**src/rtl/uart_debug_pkg.sv**
```systemverilog
// uart_debug_pkg: shared opcodes, frame lengths, FSM state type and baud helper for the UART debug initiator
package uart_debug_pkg;
  localparam logic [7:0] CMD_WRITE = 8'h01;
  localparam logic [7:0] CMD_READ = 8'h02;
  localparam int WR_LEN = 9;
  localparam int RD_LEN = 5;
  localparam int RSP_LEN = 4;
  typedef enum logic [1:0] {IDLE, SEND, WAIT_RSP, DONE} state_t;
  function automatic int baud_div(input int clk_mhz, input int baud);
    return clk_mhz * 1000000 / baud;
  endfunction
endpackage

```
**src/rtl/uart_debug_initiator_if.sv**
```systemverilog
// uart_debug_initiator_if: command/response bundle between a command source (master) and the initiator (slave)
//   cmd_valid/cmd_ready handshake with cmd_write, cmd_addr, cmd_wdata
//   rsp_valid pulse with rsp_rdata, rsp_timeout; busy spans acceptance..rsp_valid
interface uart_debug_initiator_if;
  logic        cmd_valid;
  logic        cmd_ready;
  logic        cmd_write;
  logic [31:0] cmd_addr;
  logic [31:0] cmd_wdata;
  logic        rsp_valid;
  logic [31:0] rsp_rdata;
  logic        rsp_timeout;
  logic        busy;
  modport master (
    output cmd_valid, cmd_write, cmd_addr, cmd_wdata,
    input  cmd_ready, rsp_valid, rsp_rdata, rsp_timeout, busy
  );
  modport slave (
    input  cmd_valid, cmd_write, cmd_addr, cmd_wdata,
    output cmd_ready, rsp_valid, rsp_rdata, rsp_timeout, busy
  );
endinterface

```
**src/rtl/uart_rx_byte.sv**
```systemverilog
// uart_rx_byte: 8N1 receiver with 2-flop synchronizer, start validation at DIV/2 and stop-bit framing check
//   clk, rst_n  : clock, asynchronous active-low reset
//   rxd         : asynchronous UART line, idle high
//   byte_valid  : one-cycle pulse on the stop-bit sample of a well-framed byte
//   byte_data   : received byte, valid with byte_valid
module uart_rx_byte #(
  parameter int DIV = 434
) (
  input  logic       clk,
  input  logic       rst_n,
  input  logic       rxd,
  output logic       byte_valid,
  output logic [7:0] byte_data
);
  localparam int CW = $clog2(DIV) + 1;
  logic [1:0]    sync;
  logic          rxs;
  logic          prev;
  logic          active;
  logic [CW-1:0] ctr;
  logic [3:0]    bit_n;
  logic [7:0]    sh;
  logic          tick;
  assign rxs = sync[1];
  // first sample lands mid start bit, then every DIV cycles mid data/stop bit
  assign tick = active && ctr == (bit_n == 4'd0 ? CW'(DIV / 2 - 1) : CW'(DIV - 1));
  // combinational so the initiator can register completion on the sample edge itself
  assign byte_valid = tick && bit_n == 4'd9 && rxs;
  assign byte_data = sh;
  always_ff @(posedge clk or negedge rst_n) begin
    if (!rst_n) begin
      sync <= 2'b11;
      prev <= 1'b1;
      active <= 1'b0;
      ctr <= '0;
      bit_n <= '0;
      sh <= '0;
    end else begin
      sync <= {sync[0], rxd};
      prev <= rxs;
      if (!active) begin
        if (prev && !rxs) begin
          active <= 1'b1;
          ctr <= '0;
          bit_n <= '0;
        end
      end else if (tick) begin
        ctr <= '0;
        bit_n <= bit_n + 1'b1;
        if (bit_n == 4'd0 && rxs) active <= 1'b0;
        if (bit_n != 4'd0 && bit_n != 4'd9) sh <= {rxs, sh[7:1]};
        if (bit_n == 4'd9) active <= 1'b0;
      end else begin
        ctr <= ctr + 1'b1;
      end
    end
  end
endmodule

```
**src/rtl/uart_debug_initiator.sv**
```systemverilog
// uart_debug_initiator: serializes 32-bit write/read commands as 8N1 UART frames and collects 4-byte read replies
//   clk, rst_n : clock, asynchronous active-low reset
//   bus        : slave side of uart_debug_initiator_if (command in, response out, busy)
//   txd        : UART transmit line, idle high
//   rxd        : UART receive line, idle high
//   Optional UART_INIT_TIMEOUT_EN: read-response timeout after TIMEOUT_CYCLES idle cycles in WAIT_RSP
module uart_debug_initiator
  import uart_debug_pkg::*;
#(
  parameter int CLK_FREQ_MHZ = 50,
  parameter int BAUD_RATE = 115200,
  parameter int TIMEOUT_CYCLES = 1048576
) (
  input  logic clk,
  input  logic rst_n,
  uart_debug_initiator_if.slave bus,
  output logic txd,
  input  logic rxd
);
  localparam int DIV = baud_div(CLK_FREQ_MHZ, BAUD_RATE);
  localparam int BW = $clog2(DIV) + 1;
  state_t        state;
  logic [71:0]   frame;
  logic          is_write;
  logic [3:0]    cnt;
  logic [3:0]    bit_n;
  logic [BW-1:0] baud;
  logic [31:0]   rx_data;
  logic          byte_valid;
  logic [7:0]    byte_data;
  logic          tmo_hit;
  uart_rx_byte #(.DIV(DIV)) u_rx (
    .clk(clk),
    .rst_n(rst_n),
    .rxd(rxd),
    .byte_valid(byte_valid),
    .byte_data(byte_data)
  );
`ifdef UART_INIT_TIMEOUT_EN
  logic [31:0] tmo;
  always_ff @(posedge clk or negedge rst_n) begin
    if (!rst_n) tmo <= '0;
    else tmo <= (state != WAIT_RSP || byte_valid) ? '0 : tmo + 1'b1;
  end
  assign tmo_hit = state == WAIT_RSP && tmo == 32'(TIMEOUT_CYCLES - 1);
`else
  // no counter: always false for any legal TIMEOUT_CYCLES
  assign tmo_hit = TIMEOUT_CYCLES < 0;
`endif
  always_ff @(posedge clk or negedge rst_n) begin
    if (!rst_n) begin
      state <= IDLE;
      txd <= 1'b1;
      bus.cmd_ready <= 1'b1;
      bus.busy <= 1'b0;
      bus.rsp_valid <= 1'b0;
      bus.rsp_timeout <= 1'b0;
      bus.rsp_rdata <= '0;
      frame <= '0;
      is_write <= 1'b0;
      cnt <= '0;
      bit_n <= '0;
      baud <= '0;
      rx_data <= '0;
    end else begin
      unique case (state)
        IDLE: if (bus.cmd_valid) begin
          state <= SEND;
          bus.cmd_ready <= 1'b0;
          bus.busy <= 1'b1;
          is_write <= bus.cmd_write;
          frame <= {bus.cmd_wdata, bus.cmd_addr, bus.cmd_write ? CMD_WRITE : CMD_READ};
          cnt <= '0;
          bit_n <= '0;
          baud <= '0;
          txd <= 1'b0;
        end
        SEND: if (baud == BW'(DIV - 1)) begin
          baud <= '0;
          if (bit_n == 4'd9) begin
            if (cnt == (is_write ? 4'(WR_LEN - 1) : 4'(RD_LEN - 1))) begin
              txd <= 1'b1;
              cnt <= '0;
              rx_data <= '0;
              state <= is_write ? DONE : WAIT_RSP;
              bus.busy <= !is_write;
              bus.rsp_valid <= is_write;
            end else begin
              cnt <= cnt + 1'b1;
              bit_n <= '0;
              txd <= 1'b0;
              frame <= frame >> 8;
            end
          end else begin
            bit_n <= bit_n + 1'b1;
            // next bit is data bit bit_n, or the stop bit after bit 7
            txd <= bit_n == 4'd8 ? 1'b1 : frame[bit_n[2:0]];
          end
        end else begin
          baud <= baud + 1'b1;
        end
        WAIT_RSP: if (byte_valid) begin
          rx_data[{cnt[1:0], 3'b000} +: 8] <= byte_data;
          cnt <= cnt + 1'b1;
          if (cnt == 4'(RSP_LEN - 1)) begin
            state <= DONE;
            bus.busy <= 1'b0;
            bus.rsp_valid <= 1'b1;
            bus.rsp_rdata <= {byte_data, rx_data[23:0]};
          end
        end else if (tmo_hit) begin
          state <= DONE;
          bus.busy <= 1'b0;
          bus.rsp_valid <= 1'b1;
          bus.rsp_timeout <= 1'b1;
          bus.rsp_rdata <= rx_data;
        end
        DONE: begin
          state <= IDLE;
          bus.rsp_valid <= 1'b0;
          bus.rsp_timeout <= 1'b0;
          bus.cmd_ready <= 1'b1;
        end
        default: state <= IDLE;
      endcase
    end
  end
endmodule
```
**src/flat_wrapper.sv**
```systemverilog
// flat-port wrapper written by rule: the top's interface ports become plain ports
module uart_debug_initiator_flat import uart_debug_pkg::*;
#(
  parameter int CLK_FREQ_MHZ = 50,
  parameter int BAUD_RATE = 115200,
  parameter int TIMEOUT_CYCLES = 1048576
)
  (clk, rst_n, txd, rxd, bus_cmd_valid, bus_cmd_write, bus_cmd_addr, bus_cmd_wdata, bus_cmd_ready, bus_rsp_valid, bus_rsp_rdata, bus_rsp_timeout, bus_busy);
  uart_debug_initiator_if bus_i ();
  input  logic clk;
  input  logic rst_n;
  output logic txd;
  input  logic rxd;
  input wire logic [$bits(bus_i.cmd_valid)-1:0] bus_cmd_valid;
  input wire logic [$bits(bus_i.cmd_write)-1:0] bus_cmd_write;
  input wire logic [$bits(bus_i.cmd_addr)-1:0] bus_cmd_addr;
  input wire logic [$bits(bus_i.cmd_wdata)-1:0] bus_cmd_wdata;
  output wire logic [$bits(bus_i.cmd_ready)-1:0] bus_cmd_ready;
  output wire logic [$bits(bus_i.rsp_valid)-1:0] bus_rsp_valid;
  output wire logic [$bits(bus_i.rsp_rdata)-1:0] bus_rsp_rdata;
  output wire logic [$bits(bus_i.rsp_timeout)-1:0] bus_rsp_timeout;
  output wire logic [$bits(bus_i.busy)-1:0] bus_busy;
  assign bus_i.cmd_valid = bus_cmd_valid;
  assign bus_i.cmd_write = bus_cmd_write;
  assign bus_i.cmd_addr = bus_cmd_addr;
  assign bus_i.cmd_wdata = bus_cmd_wdata;
  assign bus_cmd_ready = bus_i.cmd_ready;
  assign bus_rsp_valid = bus_i.rsp_valid;
  assign bus_rsp_rdata = bus_i.rsp_rdata;
  assign bus_rsp_timeout = bus_i.rsp_timeout;
  assign bus_busy = bus_i.busy;
  uart_debug_initiator #(.CLK_FREQ_MHZ(CLK_FREQ_MHZ), .BAUD_RATE(BAUD_RATE), .TIMEOUT_CYCLES(TIMEOUT_CYCLES)) u_core (.clk(clk), .rst_n(rst_n), .bus(bus_i), .txd(txd), .rxd(rxd));
endmodule
```
**config.mk**
```make
export PLATFORM = sky130hd
export DESIGN_NAME = uart_debug_initiator_flat
export DESIGN_NICKNAME = d
export VERILOG_FILES = /design/src/rtl/uart_debug_pkg.sv /design/src/rtl/uart_debug_initiator_if.sv /design/src/rtl/uart_rx_byte.sv /design/src/rtl/uart_debug_initiator.sv /design/src/flat_wrapper.sv
export SDC_FILE = /design/constraint.sdc
export NUM_CORES = 1
export LEC_CHECK = 0
export CORE_UTILIZATION = 39
export DETAILED_ROUTE_END_ITERATION = 8
export PLACE_DENSITY = 0.57
export SLEW_MARGIN = 20
export SYNTH_ARGS = -nofsm -noshare
export SYNTH_HDL_FRONTEND = slang
export SYNTH_SLANG_ARGS = --single-unit
```
**constraint.sdc**
```tcl
create_clock -name clk -period 4.4 [get_ports clk]
set_input_delay 0.44 -clock clk [delete_from_list [all_inputs] [get_ports clk]]
set_output_delay 0.44 -clock clk [all_outputs]
set_load 0.005 [all_outputs]
```
==> flow_metrics.tcl, run 1 <==
set metrics [dict create \
    fin_skew_ps 10.28 \
    clock_latency_ps 430 \
    utilization 0.4912 \
    setup_violations 0 \
    drt_iter0_markers 329 \
    die_height_um 145.9 \
    rr_startpoint "u_core.u_rx.bit_n[0]$_DFFE_PN0P_" \
    wl_per_cell_um 15.94 \
    cellPowerDensity_nw_per_um2 557.7 \
    worstSetupPathType "flop to flop" \
    synth_compound_area_frac 0.1373 \
    drive_gt1_frac 0.1215 \
    rsz0062_at_grt "no" \
    worst_pin_slew_ps 990.7 \
    vdd_drop_max_mv 0.4461 \
    clock-sinks 179 \
    clk_path_buf_depth 2 \
    avgSynthCellArea_um2 11.41 \
    cts_htree_levels 4 \
    cts_hold_buffers 0 \
    netlist-cell-type-count 58 \
    synthesis.area_um2 8076 \
    drv_cap 0 \
    timing.fmax_mhz 328.8 \
    crit_required_ps 4700 \
    reg2reg_depth 8 \
    hold_path_class "input pin to async pin" \
    core_area_um2 20300 \
    ios 106 \
    post-cts-setup-buffers 0 \
    critPathMaxFanout 32 \
    synth_seq_cells 179 \
    finalHoldViolCount 0 \
    status "complete, no violations" \
    drc_errors 0 \
    synth_edf_count 0 \
    fillers 1839 \
    port_buffers 104 \
    synth_top_family_by_area "compound AO/OA/AOI/OAI gates" \
    clkSlewWorstSetupHoldPaths_ps 70 \
    dp_slack_ps 1267 \
    netlist_instances 708 \
    synth_xor_area_frac 0.01084 \
    max-slew-margin-rel 0.3351 \
    critPathArrivalTime_ps 3340 \
    yosysWarnings 0 \
    totalNegativeSetupSlack_ps 0 \
    rows 52 \
    regArea_um2 4486 \
    initial_core_util 0.3979 \
    rrSetupSlack_ps 1360 \
    diodes 0 \
    ant_nets 0 \
    period_share 0.6913 \
    synthMuxAreaShare 0.1371 \
    multiInputGateArea_um2 3416 \
    grt_start_max_net_pins 125 \
    fin_cells 1085 \
    dp_hpwl_um 11830 \
    firstDrtPassIters 4 \
    cts_tree "yes" \
    routabilityCongestion 0.7953 \
    grt_pass1_wl_um 29030 \
    grt.total_usage 0.1709 \
    synthAdderAreaFrac 0.02634 \
    endpoint_kind "flop" \
    cts_resized 0 \
    synth_top_area_share 0.5391 \
    synth_top_area_cell "dfrtp_1" \
    nNetsFinal 888 \
    antenna_found_initial 0 \
    wirelength_um 17290 \
    die_area_um2 21290 \
    ys_seq_area_frac 0.5554 \
    cts_buffers 17 \
    synth-simple-area-share 0.1069 \
    dp.cells 1053 \
    yosys-top-cells-area "dfrtp_1 54%, mux2i_1 7.4%, mux2_2 5.7%" \
    leakage_nw 4.470 \
    grt_remaining_overflow 0 \
    grt_pass1_vias 5679 \
    synthMostInstantiatedCell "dfrtp_1" \
    vias_per_cell 5.100 \
    crit_path_start_kind "flop" \
    worstReg2RegEnd "u_core.bus.rsp_rdata[23]$_DFFE_PN0P_" \
    fin_crit_ps 3042 \
    yosys_most_used_dff "dfrtp_1" \
    async_reset_ff_frac 1.000 \
    chipWidth_um 145.9 \
    syn_nets 794 \
    setup_slack_ps 1358 \
    netlist_top_cells_count "174 x dfrtp_1, 90 x nand2_1, 87 x o21ai_0, 60 x mux2i_1, 41 x mux2_2" \
    drv_slew 0 \
    cts-root-buf "clkbuf_16" \
    via_count 5533 \
    area_growth_pct 23.47 \
]
==> layer usage <==
layer	global-route usage	vias to the layer above	routed length (µm)
met5	0	-	0
met4	0.05000	0	149
met3	0.04639	13	788
met2	0.2682	107	8093
met1	0.2315	2693	8262
li1	-	2720	-
==> cells in the final DEF (no fill, tap or decap), types with 15 or more instances in the layout <==
cell type and n:
clkdlybuf4s50_1 103, mux2_2 41, o21ai_0 87, inv_1 16, dfrtp_1 174, a21oi_1 15, nand2_1 89, nor2_1 22
ha_1 16, a22o_1 38, mux2i_1 60, clkbuf_16 17
==> worst max path at each step <==
stage | startpoint | end | slack [ps] | cells after the start
CTS | u_core.state[1]$_DFFE_PN0P_ | u_core.frame[13]$_DFFE_PN0P_ | 1260 | 9
global route | u_core.cnt[0]$_DFFE_PN0P_ | u_core.rx_data[23]$_DFFE_PN0P_ | 1110 | 8
floorplan | u_core.cnt[0]$_DFFE_PN0P_ | u_core.rx_data[0]$_DFFE_PN0P_ | 1880 | 9
finish | u_core.u_rx.bit_n[0]$_DFFE_PN0P_ | u_core.bus.rsp_rdata[23]$_DFFE_PN0P_ | 1360 | 8
detailed placement | u_core.state[1]$_DFFE_PN0P_ | u_core.frame[13]$_DFFE_PN0P_ | 1270 | 9
global placement | bus_cmd_valid | u_core.frame[17]$_DFFE_PN0P_ | 1400 | 8
==> flip-flops by register name, summed over array words and instances, names as in the netlist, 4 cells and up <==
register and flops:
u_core.baud 10, u_core.cnt 4, u_core.bus.rsp_rdata 32, u_core.u_rx.ctr 10, u_core.bit_n 4, u_core.u_rx.bit_n 4
u_core.u_rx.byte_data 8, u_core.frame 72, u_core.rx_data 24
==> cell type report <==
cell class,instances,share of cell area
inverter,17,0.006399
clock inverter,13,0.01142
multi-input combinational,477,0.3425
clock buffer,19,0.04542
timing repair buffer,110,0.1105
tap,270,0.03388
sequential,179,0.4498
==> through the flow <==
step	hold slack [ps]	instance area, µm²	power [mW]
final	143.7	9972	5.561
after global routing	204.8	9972	5.957
after CTS	214.9	9957	5.608
after detailed placement	351.2	9390	4.148
after global placement	348.1	9390	4.066
after floorplan	144.4	8077	3.603
==> critical path, stage by stage (launching register included) <==
cell and delay (ps):
dfrtp_1 420, inv_1 110, ha_1 170, nor3b_2 300, nor3b_1 120, o21ai_1 780, or4_1 230, buf_4 380
mux2_2 390
==> where the power goes <==
part / internal, mW / total [mW] / leakage [nW] / switching, mW
clock network: 0.772 / 1.45 / 0.273 / 0.677
registers: 2.04 / 2.31 / 2.37 / 0.265
logic: 0.753 / 1.81 / 1.83 / 1.05
==> cells by family (layout without fill, tap and decap cells) <==
family                     after synthesis  in the layout
AOI/OAI and AO/OA                      173            173
xor gates and xnor gates                10             10
adders and majority gates               17             17
buffers and inverters                   52            159
DFF                                    179            179
muxes                                  103            103
other                                    1              1
and+or+nand+nor                        173            173
No activity file was read; power rests on OpenSTA's default activity.
==> run 2: changes to the inputs <==
Settings changed: PLACE_DENSITY 0.57 to 0.59.
Clock period 4.4 ns to 2.79 ns, I/O delays scaled along.
==> run 2 against run 1 <==
  * Sequential power rose by 57%
  * Power rose by 61%
  * Combinational power grew 64%
  * Non-clock buffer count rose by 17
  * Wire length fell by 2.7%
  * Global-route usage down 0.15 points
  * Cell area increased by 2.0%
  * Clock skew up 0.90 ps
  * Cell count is 1.6% higher
  * First-iteration DRC count down 0.61%
==> flow_metrics.tcl, run 2 (synthesis results as in run 1) <==
set metrics [dict create \
    vdd_drop_max_mv 0.4667 \
    nNetsFinal 905 \
    final_cell_mix "174 x dfrtp_1, 103 x clkdlybuf4s50_1, 89 x nand2_1, 87 x o21ai_0, 60 x mux2i_1" \
    use_met2 0.2617 \
    clkSlewWorstSetupHoldPaths_ps 70 \
    top_usage_layer "met2" \
    leakage_nw 4.594 \
    rsz0062_at_grt "no" \
    ios 106 \
    grtUsageMet3 0.05266 \
    totalNegativeSetupSlack_ps 0 \
    via_count 5609 \
    ant_nets 0 \
    worstSetupStartpoint "u_core.u_rx.bit_n[0]$_DFFE_PN0P_" \
    hold_path_class "input pin to flop" \
    die_height_um 145.9 \
    fin_skew_ps 11.17 \
    cp_num_buf_inv 2 \
    routabilityCongestion 0.7684 \
    multiInputGateArea_um2 3426 \
    drc_errors 0 \
    critPathMaxFanout 32 \
    diodes 0 \
    die_area_um2 21290 \
    path_delay_family "simple AND/OR/NAND/NOR gates" \
    finalHoldViolCount 0 \
    clock-sinks 179 \
    regArea_um2 4486 \
    hold_start "rxd" \
    chipWidth_um 145.9 \
    period_share 0.9340 \
    reg.largest.list "u_core.frame x72, u_core.bus.rsp_rdata x32, u_core.rx_data x24" \
    cpPeakStageDelay_ps 520 \
    grt_start_max_net_pins 66 \
    drive_gt1_frac 0.1406 \
    crit_required_ps 3110 \
    clock_latency_ps 440 \
    largest_register_ff_count 72 \
    fillers 1808 \
    antenna_found_initial 0 \
    power_mw 8.968 \
    grt_remaining_overflow 0 \
    setup_violations 0 \
    worstPathCellList "inv_1, ha_1, nor3b_4, and3_1, o21ai_1, or4_1, buf_4, mux2_2" \
    firstDrtPassIters 4 \
    cts_htree_levels 4 \
    final_common_cell "dfrtp_1" \
    worst_pin_slew_ps 668.8 \
    cts_buffers 17 \
    worstSetupPathType "flop to flop" \
    crit_path_start_kind "flop" \
    cellPowerDensity_nw_per_um2 881.4 \
    rr_startpoint "u_core.u_rx.bit_n[0]$_DFFE_PN0P_" \
    grt.total_usage 0.1694 \
    grt_pass1_vias 5759 \
    port_buffers 104 \
    vias_per_cell 5.090 \
    grt_pass1_wl_um 28880 \
    cts-root-buf "clkbuf_16" \
    timing.fmax_mhz 383.8 \
    wl_per_cell_um 15.26 \
    drv_cap 0 \
    dp_hpwl_um 12050 \
    met1_usage 0.2252 \
    largest-register "u_core.frame" \
    fin_crit_ps 2606 \
    initial_core_util 0.3979 \
    max-slew-margin-rel 0.5507 \
    wirelength_um 16820 \
    endpoint_kind "flop" \
    rows 52 \
    core_area_um2 20300 \
    post-cts-setup-buffers 0 \
    cts_tree "yes" \
    clk_path_buf_depth 2 \
    critPathArrivalTime_ps 2930 \
    drt_iter0_markers 327 \
    drv_slew 0 \
    status "complete, no violations" \
    area_growth_pct 25.98 \
    cp_slowest_cell "or4_1" \
]
-- run 2: metrics by stage --
| stage | cells | hold WS [ps] | setup slack [ps] | cell area (µm²) | util |
|---|---|---|---|---|---|
| after detailed placement | 1069 | 329.6 | 159.0 | 9535 | 0.4697 |
| after global routing | 1102 | 269.5 | 15.60 | 10170 | 0.5012 |
| after floorplan | 708 | -16.59 | 266.6 | 8077 | - |
| after global placement | 1069 | 323.0 | 298.1 | 9535 | 0.4697 |
| after CTS | 1102 | 258.9 | 142.1 | 10150 | 0.5001 |
| final | 1102 | 275.8 | 184.2 | 10170 | 0.5012 |
-- run 2: power breakdown --
group	internal [mW]	switching, mW	leakage [nW]	total [mW]
sequential	3.22	0.406	2.37	3.62
clock	1.22	1.17	0.296	2.38
combinational	1.30	1.66	1.93	2.96
total	5.74	3.23	4.59	8.97
-- run 2: metal layers --
layer,up-vias,share of wire
met5,-,0
met2,112,0.46
met4,0,0.015
met3,20,0.055
met1,2717,0.47
li1,2760,-
-- run 2: worst register-to-register path: cells and delay by family, from the launching register on --
kind / cells / cell delay (ps)
flops: 1 / 420
fa+ha+maj: 1 / 190
simple gates: 3 / 1010
compound gates: 1 / 140
mux: 1 / 350
buf+inv: 2 / 380
-- run 2: worst paths after layout --
path	end	slack, ps	depth (start not counted)
setup / recovery	u_core.bus.rsp_rdata[15]$_DFFE_PN0P_	180	8
hold reg to reg	u_core.u_rx.sync[1]$_DFF_PN1_	360	0
max in group asynchronous	u_core.u_rx.sync[1]$_DFF_PN1_	1510	3
hold / removal	u_core.u_rx.sync[0]$_DFF_PN1_	280	1
setup reg to reg	u_core.bus.rsp_rdata[15]$_DFFE_PN0P_	180	8
min in group asynchronous	u_core.frame[6]$_DFFE_PN0P_	400	2
-- run 2: repair_timing --
item                       4_1_cts  5_1_grt
hold endpoints to repair        61        0
setup endpoints to repair        0       29
hold buffers                     1        0
gates resized for setup          0        4
-- run 2: final cells by class --
| type | count | area share |
|---|---|---|
| sequential | 179 | 0.4408 |
| inverter | 17 | 0.006271 |
| multi-input combinational | 477 | 0.3367 |
| clock buffer | 17 | 0.04181 |
| timing repair buffer | 127 | 0.1233 |
| tap | 270 | 0.03320 |
| clock inverter | 15 | 0.01783 |
